### src/rtl/stack_cpu_pkg.sv
// Shared constants, opcodes and FSM state encoding
// for the 8-bit stack processor controller.
package stack_cpu_pkg;

  localparam int STACK_DEPTH_DEF = 32;
  localparam int DEPTH_W_DEF     = 6;

  localparam logic [2:0] OP_ADD  = 3'b000;
  localparam logic [2:0] OP_SUB  = 3'b001;
  localparam logic [2:0] OP_AND  = 3'b010;
  localparam logic [2:0] OP_NOT  = 3'b011;
  localparam logic [2:0] OP_PUSH = 3'b100;
  localparam logic [2:0] OP_POP  = 3'b101;
  localparam logic [2:0] OP_JMP  = 3'b110;
  localparam logic [2:0] OP_JZ   = 3'b111;

  localparam logic [1:0] ALU_ADD = 2'b00;
  localparam logic [1:0] ALU_SUB = 2'b01;
  localparam logic [1:0] ALU_AND = 2'b10;
  localparam logic [1:0] ALU_NOT = 2'b11;

  typedef enum logic [3:0] {
    S_IF,
    S_ID,
    S_P1,
    S_P2,
    S_LB,
    S_LA1,
    S_EX,
    S_MRD,
    S_PW,
    S_PO,
    S_ST,
    S_JMP,
    S_TOS,
    S_JZC,
    S_FAULT
  } state_e;

endpackage

### src/rtl/stack_depth_tracker.sv
// Stack occupancy counter with the pop/push
// feasibility flags consulted at decode.
import stack_cpu_pkg::*;

module stack_depth_tracker #(
  parameter int STACK_DEPTH = STACK_DEPTH_DEF,
  parameter int DEPTH_W     = DEPTH_W_DEF
) (
  input  logic               clk,
  input  logic               rst,
  input  logic               push_i,
  input  logic               pop_i,
  output logic [DEPTH_W-1:0] depth_o,
  output logic               can_pop1_o,
  output logic               can_pop2_o,
  output logic               can_push_o
);

  localparam logic [DEPTH_W-1:0] ONE  = DEPTH_W'(1);
  localparam logic [DEPTH_W-1:0] TWO  = DEPTH_W'(2);
  localparam logic [DEPTH_W-1:0] FULL = DEPTH_W'(STACK_DEPTH);

  logic [DEPTH_W-1:0] depth_q;
  logic [DEPTH_W-1:0] depth_d;

  always_comb begin
    depth_d = depth_q;
    unique case ({push_i, pop_i})
      2'b10:   depth_d = depth_q + ONE;
      2'b01:   depth_d = depth_q - ONE;
      default: depth_d = depth_q;
    endcase
  end

  always_ff @(posedge clk) begin
    if (rst) depth_q <= '0;
    else     depth_q <= depth_d;
  end

  assign depth_o    = depth_q;
  assign can_pop1_o = depth_q >= ONE;
  assign can_pop2_o = depth_q >= TWO;
  assign can_push_o = depth_q < FULL;

endmodule

### src/rtl/stack_cpu_controller.sv
// Multicycle Moore controller for the stack CPU:
// fetch/decode, stack strobes, memory and PC control.
import stack_cpu_pkg::*;

module stack_cpu_controller #(
  parameter int STACK_DEPTH = STACK_DEPTH_DEF,
  parameter int DEPTH_W     = DEPTH_W_DEF
) (
  input  logic               clk,
  input  logic               rst,
  input  logic [2:0]         opcode,
  input  logic               zero,
  output logic               push,
  output logic               pop,
  output logic               tos,
  output logic               memRead,
  output logic               memWrite,
  output logic               iorD,
  output logic               irWrite,
  output logic               pcWrite,
  output logic               pcSrc,
  output logic               ldA,
  output logic               ldB,
  output logic               ldMdr,
  output logic               stkSrc,
  output logic [1:0]         aluOp,
  output logic [DEPTH_W-1:0] depth,
  output logic               fault
);

  state_e state_q;
  state_e state_d;
  logic   can_pop1;
  logic   can_pop2;
  logic   can_push;

  stack_depth_tracker #(
    .STACK_DEPTH(STACK_DEPTH),
    .DEPTH_W    (DEPTH_W)
  ) u_depth (
    .clk       (clk),
    .rst       (rst),
    .push_i    (push),
    .pop_i     (pop),
    .depth_o   (depth),
    .can_pop1_o(can_pop1),
    .can_pop2_o(can_pop2),
    .can_push_o(can_push)
  );

  always_ff @(posedge clk) begin
    if (rst) state_q <= S_IF;
    else     state_q <= state_d;
  end

  always_comb begin
    state_d  = state_q;
    push     = 1'b0;
    pop      = 1'b0;
    tos      = 1'b0;
    memRead  = 1'b0;
    memWrite = 1'b0;
    iorD     = 1'b0;
    irWrite  = 1'b0;
    pcWrite  = 1'b0;
    pcSrc    = 1'b0;
    ldA      = 1'b0;
    ldB      = 1'b0;
    ldMdr    = 1'b0;
    stkSrc   = 1'b0;
    aluOp    = ALU_ADD;
    fault    = 1'b0;
    unique case (state_q)
      S_IF: begin
        memRead = 1'b1;
        irWrite = 1'b1;
        pcWrite = 1'b1;
        state_d = S_ID;
      end
      S_ID: begin
        unique case (opcode)
          OP_ADD, OP_SUB, OP_AND:
            state_d = can_pop2 ? S_P1 : S_FAULT;
          OP_NOT:  state_d = can_pop1 ? S_P1 : S_FAULT;
          OP_PUSH: state_d = can_push ? S_MRD : S_FAULT;
          OP_POP:  state_d = can_pop1 ? S_PO : S_FAULT;
          OP_JMP:  state_d = S_JMP;
          OP_JZ:   state_d = can_pop1 ? S_TOS : S_FAULT;
        endcase
      end
      S_P1: begin
        pop     = 1'b1;
        state_d = (opcode == OP_NOT) ? S_LA1 : S_P2;
      end
      S_P2: begin
        pop     = 1'b1;
        ldA     = 1'b1;
        state_d = S_LB;
      end
      S_LB: begin
        ldB     = 1'b1;
        state_d = S_EX;
      end
      S_LA1: begin
        ldA     = 1'b1;
        state_d = S_EX;
      end
      S_EX: begin
        push    = 1'b1;
        // opcode low bits share the aluOp encoding
        aluOp   = opcode[1:0];
        state_d = S_IF;
      end
      S_MRD: begin
        memRead = 1'b1;
        iorD    = 1'b1;
        ldMdr   = 1'b1;
        state_d = S_PW;
      end
      S_PW: begin
        push    = 1'b1;
        stkSrc  = 1'b1;
        state_d = S_IF;
      end
      S_PO: begin
        pop     = 1'b1;
        state_d = S_ST;
      end
      S_ST: begin
        memWrite = 1'b1;
        iorD     = 1'b1;
        state_d  = S_IF;
      end
      S_JMP: begin
        pcWrite = 1'b1;
        pcSrc   = 1'b1;
        state_d = S_IF;
      end
      S_TOS: begin
        tos     = 1'b1;
        state_d = S_JZC;
      end
      S_JZC: begin
        pcWrite = zero;
        pcSrc   = zero;
        state_d = S_IF;
      end
      S_FAULT: begin
        fault   = 1'b1;
        state_d = S_FAULT;
      end
      default: state_d = S_IF;
    endcase
  end

endmodule

### config.mk
export PLATFORM = sky130hd
export DESIGN_NAME = stack_cpu_controller
export DESIGN_NICKNAME = d
export VERILOG_FILES = /design/src/rtl/stack_cpu_pkg.sv /design/src/rtl/stack_depth_tracker.sv /design/src/rtl/stack_cpu_controller.sv
export SDC_FILE = /design/constraint.sdc
export NUM_CORES = 1
export LEC_CHECK = 0
export ABC_AREA = 1
export CAP_MARGIN = 20
export CORE_UTILIZATION = 40
export DETAILED_ROUTE_END_ITERATION = 8
export GPL_TIMING_DRIVEN = 1
export PLACE_DENSITY_LB_ADDON = 0.12
export SYNTH_ARGS = -nofsm -noshare
export SYNTH_HDL_FRONTEND = slang
export SYNTH_SLANG_ARGS = --single-unit
export TNS_END_PERCENT = 50
### constraint.sdc
create_clock -name clk -period 5.2 [get_ports clk]
set_input_delay 0.78 -clock clk [delete_from_list [all_inputs] [get_ports clk]]
set_output_delay 0.78 -clock clk [all_outputs]
set_load 0.01 [all_outputs]
Yosys cells after proc, flatten, opt, wreduce, memory -nomap -nowiden --
Cells that the tools add are included.
Storage, ports and cells: register bits 10, word-level logic and storage cells 65, memory bits (writable) 0, output and inout bits 22, input port bits 6, memory bits (read-only) 0, bits in latches 0, memories kept 0
Cells by class: muxes and demuxes 24, order comparisons 3, add/subtract/negate cells 2, reduce and logical (&&, ||, !) cells 11, $mul 0, shift operators 0, eq/ne operators 23, div/mod/pow operators 0, bitwise logic cells 0
Operator list (number):
- $pmux W4 S9 | 1
- $eq A4 B4 Y1 const B | 7
- $pmux W4 S6 | 1
- $eq A4 B3 Y1 const B | 4
- $eq A3 B3 Y1 const B | 4
- $mux W1 | 12
- $mux W4 | 3
- $pmux W6 S2 | 1
- $reduce_or A2 Y1 | 6
- $eq A4 B2 Y1 const B | 2
- $add A6 B1 Y6 const B | 1
- $eq A3 B2 Y1 const B | 2
- $ge A6 B1 Y1 const B | 1
- $ge A6 B2 Y1 const B | 1
- $lt A6 B6 Y1 const B | 1
- $mux W3 | 2
- $reduce_or A3 Y1 | 2
- $sub A6 B1 Y6 const B | 1
- $eq A4 B1 Y1 const B | 1
- $logic_not A4 Y1 | 1
- $mux W2 | 2
- $pmux W1 S2 | 2
- $eq A3 B1 Y1 const B | 1
- $logic_not A3 Y1 | 1
- other kinds (3) | 3

Depth between registers and ports, before layout --
Gate-level depths: netlist of run 1.
depth in word-level cells 5, depth in mapped cells 13, depth with buffers taken out 13

Hierarchy --
A second synthesis of run 1 with hierarchy kept.
Second synthesis, totals: cells, all modules 155, area, all modules 884.6 sq um
By module, submodules not included:
- stack_cpu_controller | times used 1, area an instance 450.4 sq um, cells each 91, sequential area each 80.1 sq um
- stack_depth_tracker | times used 1, area an instance 434.2 sq um, cells each 64, sequential area each 120.1 sq um

Least setup slack after synthesis of run 1 --
No wires, ideal clock.
path type register to register, from reg state_q[2], to reg u_depth.depth_q[5] (netlist: u_depth.depth_o[5]), stages on the path, launching flop included 12, clock period less this slack 1.867 ns, data arrival time 1.752 ns, path buffers 0, data required time 5.085 ns, setup time 0.115 ns, path slack 3.333 ns, cell sequence dfxtp_1 > nor2_1 > inv_1 > o21ai_0 > ha_1 > inv_1 > nor3_1 > nand2_1 > o21ai_0 > nand3_1 > nand2_1 > nor2_1
On the way: word-level cells in the longest chain between the ends 5, elaborated cells between the ends (all ways) 13, classes of those cells eq/ne (7); mux (3); reduce/logical (3)
RTL lines:
- from (decl) | RTL line stack_cpu_controller.sv:31 | state_e state_q;
- from (signal assigned) | RTL line stack_cpu_controller.sv:53 | else state_q <= state_d;
- $eq A4 B4 Y1 / $eq A4 B2 Y1 (equally long branches) | RTL line stack_cpu_controller.sv:73 | unique case (state_q)
- $reduce_or A3 Y1 (no source line) (*)
- $mux W1 (*) | RTL line stack_cpu_controller.sv:73
- net pop | RTL line stack_cpu_controller.sv:14 | output logic pop,
- $eq A2 B1 Y1 / $eq A2 B2 Y1 (equally long branches) | RTL line stack_depth_tracker.sv:28 | unique case ({push_i, pop_i})
- $pmux W6 S2 / $reduce_bool A2 Y1 (equally long branches)
- to (signal assigned) | RTL line stack_depth_tracker.sv:37 | else depth_q <= depth_d;
- to (decl) | RTL line stack_depth_tracker.sv:23 | logic [DEPTH_W-1:0] depth_q;
The timed path passes the listed nets; every way through them passes the cells marked *. A chain may end at the register's enable or synchronous reset.

Worst setup path after layout of run 1 --
from in opcode[1], to out aluOp[1]
On the way: word-level cells in the longest chain between the ends 1
RTL lines:
- from (decl) | RTL line stack_cpu_controller.sv:11 | input logic [2:0] opcode,
- $mux W2 | RTL line stack_cpu_controller.sv:73
- to (decl) | RTL line stack_cpu_controller.sv:26 | output logic [1:0] aluOp,
No other way between the ends.

==> summary.md, run 1 <==
| Metric | Value |
|---|---|
| Outcome | `completed` |
| Worst Tran Pin Value | `0.312 ns` |
| Root Buffer Master | `clkbuf_4` |
| Share of post-route cells with drive strength above 1 | `under 10%` |
| Largest fanout on the critical path | `7` |
| Total met2 wirelength after detailed routing | `approximately 1000 um` |
| Number of global-route vias before repair | `843` |
| Met3 layer wire length in the routed design | `94 um` |
| Finish-stage setup viols | `0` |
| Most area-hungry cell type in the Yosys netlist | `dfxtp_1` |
| Post-synthesis async set-or-reset flop share | `0%` |
| Sequential cell area fraction in the yosys report | `24.0%` |
| Leading cell types by total area after synthesis | `dfxtp_1, nand2_1, inv_1, nor2_1, o21ai_0` |
| M1 wire length | `974 um` |
| Worst-path cell with the longest stage delay | `clkdlybuf4s50_1` |
| Total of max-cap violations | `0` |
| Number of nets in the synthesized netlist | `159` |
| Setup TNS | `0 ns` |
| Post-detailed-route count of antenna-violating nets | `0` |
| Global-route wire length before repair | `3310 um` |
| Clock tree buffer depth | `2` |
| Worst setup slack after placement | `around 2.3 ns` |
| Worst path arrival time | `around 2.1 ns` |
| Cell count after synthesis | `149` |
| Number of detailed-route iterations in the first pass | `4` |
| Most frequently used cell type in the post-synthesis netlist | `nand2_1` |
| Crit path buf inv count | `3` |
| Unique cell type count in the Yosys netlist | `14` |
| GRT Overall Usage | `~20%` |
| CTS tree | `yes` |
| CP delay by family, top | `buffers and inverters` |
| Total of buffers placed on input and output ports | `27` |
| Kind of critical path | `in -> out` |
| Drc violations | `0` |
| Ratio of final minimum period to clock period | `a little under three fifths` |
| Startpoint type of the worst setup path | `primary input` |
| Routed wire per std cell | `10.1 um` |
| Power per unit of standard cell area | `510 nW/um^2` |
| Required time reported for the critical path endpoint | `between 4 and 5 ns` |
| Area growth from synthesis to layout | `40.8%` |
| Synthesis warning total | `0` |
| Antenna Cells | `0` |
| Number of gates given a new drive strength after cts | `0` |
| Slew HR | `about four fifths` |
| Worst-case hold slack | `about 0.56 ns` |
| Initial antenna violation count | `0` |
| Via count | `1,006` |
| Number of enable flip-flop cells after synthesis | `0` |
| Achievable clock frequency | `between 300 and 400 MHz` |
| Final Hold Viols | `0` |
| Top cell by count, worst path | `clkdlybuf4s50_1` |
| Clock period minus worst slack | `just under 3 ns` |
| Maximum level of the CTS H-tree | `1` |
| Kind of capture point of the worst setup path | `output port` |
| Post-detail-place hpwl | `1690 um` |
| Largest net degree at the start of global routing | `8` |
| Post-Route Skew | `0.00248 ns` |
| Ys flop type | `dfxtp_1` |
| Count of filler cells inserted in the layout | `about 210` |
| Post-CTS Setup Repair Bufs | `0` |
| Cells along the critical path | `clkdlybuf4s50_1, inv_1, nor2_1, clkdlybuf4s50_1` |
| Die extent in y | `47.7 um` |
| Remaining global-route overflow | `0` |
| Uppermost layer routed | `met4` |
| Fin worst setup slack | `~2.3 ns` |
| Unrepaired setup endpoints after global routing | `false` |
| Max VDD drop | `roughly 0.38 mV` |
| DR iter-0 viols | `39` |
| Area of the multi-input gates | `526 um^2` |
| Area fraction of the dominant cell type after synthesis | `24.0%` |
| Synthesized area per cell | `5.60 um^2` |
| CTS sink cnt | `10` |
| Cell area after technology mapping | `about 830 um^2` |
| Static leakage power | `0.560 nW` |
| Final Net Count | `191` |
| Via-per-instance ratio | `a little under 5` |
| Clock Pin Slew Worst Setup and Hold Paths | `0.07 ns` |
| Register bit count reported by yosys | `10` |
| Initial Utilization | `42.5%` |
| Sequential cell area in the final layout | `200 um^2` |
| Number of clock buffers inserted by TritonCTS | `3` |
| Clock latency reported for the late side of the worst-skew pair | `0.27 ns` |
| Post-Route WL | `2090 um` |
| Most frequent cells after synthesis | `nand2_1, inv_1, nor2_1, o21ai_0` |
| Peak per-stage delay on the critical path | `0.60 ns` |
| Die footprint | `2270 um^2` |
| I/O Pins | `28` |
| Chip width | `47.7 um` |
| Slew Limit Fails | `0` |
| Total number of placement rows | `16` |
| Class of the worst hold path | `reg -> reg` |
| Total core area | `1960 um^2` |
| Routability-driven placement congestion ratio | `0.848` |
| Quantity of hold-fixing buffers added after cts | `0` |
| Tot Pwr | `0.599 mW` |
[layout by cell type, fill, tap and decap left out, drive strengths merged]
cell type	instances
xor2	1
dfxtp	10
ha	4
nor3	4
nor3b	1
nand2	32
o21ai	15
nand3	12
a21oi	12
nor2	26
inv	29
nand4	3
clkdlybuf4s50	27
clkbuf	4
[where the power goes]
part / internal, mW / switching (mW)
clock: 0.0425 / 0.0280
sequential: 0.102 / 0.0329
combinational: 0.172 / 0.222
[cell type report]
cell class | count | share of cell area, %
Clock buffer | 4 | 3.09
Timing Repair Buffer | 27 | 23.0
Multi-Input combinational cell | 110 | 44.7
Sequential cell | 10 | 17.0
Inverter | 29 | 9.27
Tap cell | 27 | 2.88
[routing by layer]
metal,vias up,GRT usage [%]
met1,444,25.5
met5,-,0
li1,536,-
met2,24,35.6
met3,2,2.26
met4,0,7.22
[worst min-delay path, stage by stage, from the launching register on]
cell     delay, ns
dfxtp_1       0.35
a21oi_1       0.13
nor2_1        0.05
[per-stage QoR]
stage                     instance area (um^2)  cells  util (%)
after global routing                      1170    207      59.9
final                                     1170    207      59.9
after global placement                    1140    203      58.0
after CTS                                 1170    207      59.9
after floorplan                            835    149         -
after detailed placement                  1140    203      58.0
[kinds of logic (layout without fill, tap and decap cells)]
| group | count (synthesis) | after routing | share of synthesized area, % |
|---|---|---|---|
| compound gates | 27 | 27 | 16.2 |
| simple gates | 78 | 78 | 39.7 |
| fa+ha+maj | 4 | 4 | 6.00 |
| flops | 10 | 10 | 24.0 |
| xor+xnor | 1 | 1 | 1.05 |
| buf+inv | 29 | 60 | 13.0 |
[state kept, by name, summed over array words and instances, names as in the netlist]
register	count
state_q	4
u_depth.depth_o	6
[path summary, 6_finish.rpt]
path                                      endpoint                from  slack, ns  cells past startpoint
worst max-delay path                      aluOp[1]           opcode[1]       2.30                      4
worst max register to register  u_depth.depth_o[5]          state_q[2]       3.16                     11
worst min-delay path            u_depth.depth_o[5]  u_depth.depth_o[5]       0.56                      2
worst min register to register  u_depth.depth_o[5]  u_depth.depth_o[5]       0.56                      2
(Power assumes the default switching activity.)
==> inputs of run 2 (changes only) <==
==> constraint.sdc (replaced) <==
create_clock -name clk -period 2.9 [get_ports clk]
set_input_delay 0.435 -clock clk [delete_from_list [all_inputs] [get_ports clk]]
set_output_delay 0.435 -clock clk [all_outputs]
set_load 0.01 [all_outputs]
==> summary.md, run 2 (synthesis gave the netlist of run 1 again) <==
| Metric | Value |
|---|---|
| Final Hold Viols | `0 (unchanged)` |
| Slew HR | `78.0% (was 79.0%)` |
| CTS sink cnt | `10 (unchanged)` |
| Outcome | `completed (unchanged)` |
| Met2 Use GR | `33.2% (was 35.6%)` |
| Required time reported for the critical path endpoint | `2.47 ns (was 4.42 ns)` |
| Routed wire per std cell | `10.1 um (about the same)` |
| Largest fanout on the critical path | `5 (was 7)` |
| Post-detail-place hpwl | `1680 um (was 1690 um)` |
| Remaining global-route overflow | `0 (unchanged)` |
| Total core area | `1960 um^2 (unchanged)` |
| Tot Pwr | `1.08 mW (was 0.599 mW)` |
| Total of max-cap violations | `0 (unchanged)` |
| Kind of capture point of the worst setup path | `output port (unchanged)` |
| GR Util met1 | `26.5% (was 25.5%)` |
| Power per unit of standard cell area | `915 nW/um^2 (was 510 nW/um^2)` |
| Number of global-route vias before repair | `837 (was 843)` |
| Startpoint type of the worst setup path | `register (was primary input)` |
| GRT Overall Usage | `20.3% (about the same)` |
| Post-Route WL | `2100 um (was 2090 um)` |
| Worst path arrival time | `1.85 ns (was 2.12 ns)` |
| Clock latency reported for the late side of the worst-skew pair | `0.26 ns (was 0.27 ns)` |
| Ratio of final minimum period to clock period | `78.8%` |
| Commonest cells after routing, fill and taps aside | `nand2_1, inv_1, clkdlybuf4s50_1 (unchanged)` |
| Post-detailed-route count of antenna-violating nets | `0 (unchanged)` |
| Clock period minus worst slack | `approximately 2.3 ns` |
| Fin worst setup slack | `0.616 ns (was 2.30 ns)` |
| Flip-flop count of the largest register after layout | `6 (unchanged)` |
| Share of post-route cells with drive strength above 1 | `3.89% (unchanged)` |
| Die footprint | `2270 um^2 (unchanged)` |
| Worst-case hold slack | `0.563 ns (about the same)` |
| Area growth from synthesis to layout | `40.8% (unchanged)` |
| I/O Pins | `28 (unchanged)` |
| Count of filler cells inserted in the layout | `203 (was 209)` |
| Clock tree buffer depth | `2 (unchanged)` |
| Slew Limit Fails | `0 (unchanged)` |
| Die extent in y | `47.7 um (unchanged)` |
| Maximum level of the CTS H-tree | `1 (unchanged)` |
| Largest net degree at the start of global routing | `8 (unchanged)` |
| Max VDD drop | `0.592 mV (was 0.380 mV)` |
| Number of clock buffers inserted by TritonCTS | `3 (unchanged)` |
| Worst Tran Pin Value | `0.326 ns (was 0.312 ns)` |
| Antenna Cells | `0 (unchanged)` |
| DR iter-0 viols | `25 (was 39)` |
| Routability-driven placement congestion ratio | `0.850 (was 0.848)` |
| Most heavily used metal layer in global routing | `met2 (unchanged)` |
| Achievable clock frequency | `438 MHz` |
| Fin area | `1170 um^2 (unchanged)` |
| Class of the worst hold path | `reg -> reg (unchanged)` |
| Initial Utilization | `42.5% (unchanged)` |
| Finish-stage setup viols | `0 (unchanged)` |
| Met3 capacity usage during global routing | `4.53% (was 2.26%)` |
| Most common library cell in the layout ignoring fill and taps | `nand2_1 (unchanged)` |
| Total number of placement rows | `16 (unchanged)` |
| Post-layout util | `59.9% (unchanged)` |
| Static leakage power | `0.560 nW (unchanged)` |
| Worst setup slack after placement | `0.722 ns (was 2.31 ns)` |
| Quantity of hold-fixing buffers added after cts | `0 (unchanged)` |
| Final Net Count | `191 (unchanged)` |
| Number of detailed-route iterations in the first pass | `4 (unchanged)` |
| Total of buffers placed on input and output ports | `27 (unchanged)` |
| Global-route wire length before repair | `3290 um (was 3310 um)` |
| Setup TNS | `0 ns (unchanged)` |
| Total instance count after detailed placement | `203 (unchanged)` |
| Non-filler cells in the finished layout | `207 (unchanged)` |
| Via count | `1,006 (unchanged)` |
| Clock Pin Slew Worst Setup and Hold Paths | `0.07 ns (about the same)` |
| Initial antenna violation count | `0 (unchanged)` |
| Unrepaired setup endpoints after global routing | `false (unchanged)` |
| Number of gates given a new drive strength after cts | `0 (unchanged)` |
| Chip width | `47.7 um (unchanged)` |
| Via-per-instance ratio | `4.86 (unchanged)` |
| Post-Route Skew | `0.00745 ns (was 0.00248 ns)` |
| Drc violations | `0 (unchanged)` |
| Kind of critical path | `reg -> out (was in -> out)` |
| Area after detailed placement | `1140 um^2 (unchanged)` |
| Post-CTS Setup Repair Bufs | `0 (unchanged)` |
| Root Buffer Master | `clkbuf_4 (unchanged)` |
| CTS tree | `yes (unchanged)` |
## run 2: path summary, 6_finish.rpt
kind	cells after the start	end	from	slack (ns)
max	4	pop	state_q[2]	0.62
min	2	u_depth.depth_o[5]	u_depth.depth_o[5]	0.56
max reg2reg	11	u_depth.depth_o[5]	state_q[2]	0.89
min reg2reg	2	u_depth.depth_o[5]	u_depth.depth_o[5]	0.56
## run 2: area by class of cell
class / instances / area (um^2) / area share, %
Timing Repair Buffer: 27 / 270 / 23.0
Tap cell: 27 / 33.8 / 2.88
Inverter: 29 / 109 / 9.27
Multi-Input combinational cell: 110 / 526 / 44.7
Clock buffer: 4 / 36.3 / 3.09
Sequential cell: 10 / 200 / 17.0
## run 2: where the power goes
group | internal, mW | switching (mW)
combinational | 0.308 | 0.401
clock | 0.0761 | 0.0473
sequential | 0.183 | 0.0594
## run 2: layer usage
layer	vias up	routed length, um
met5	-	0
met1	432	960
met3	2	131
li1	535	-
met2	37	1000
met4	0	9
## run 2: critical path: stages, from the launching register on
cell and delay (ns):
dfxtp_1 0.34, nor2_1 0.21, inv_1 0.14, o21ai_0 0.31, clkdlybuf4s50_1 0.61
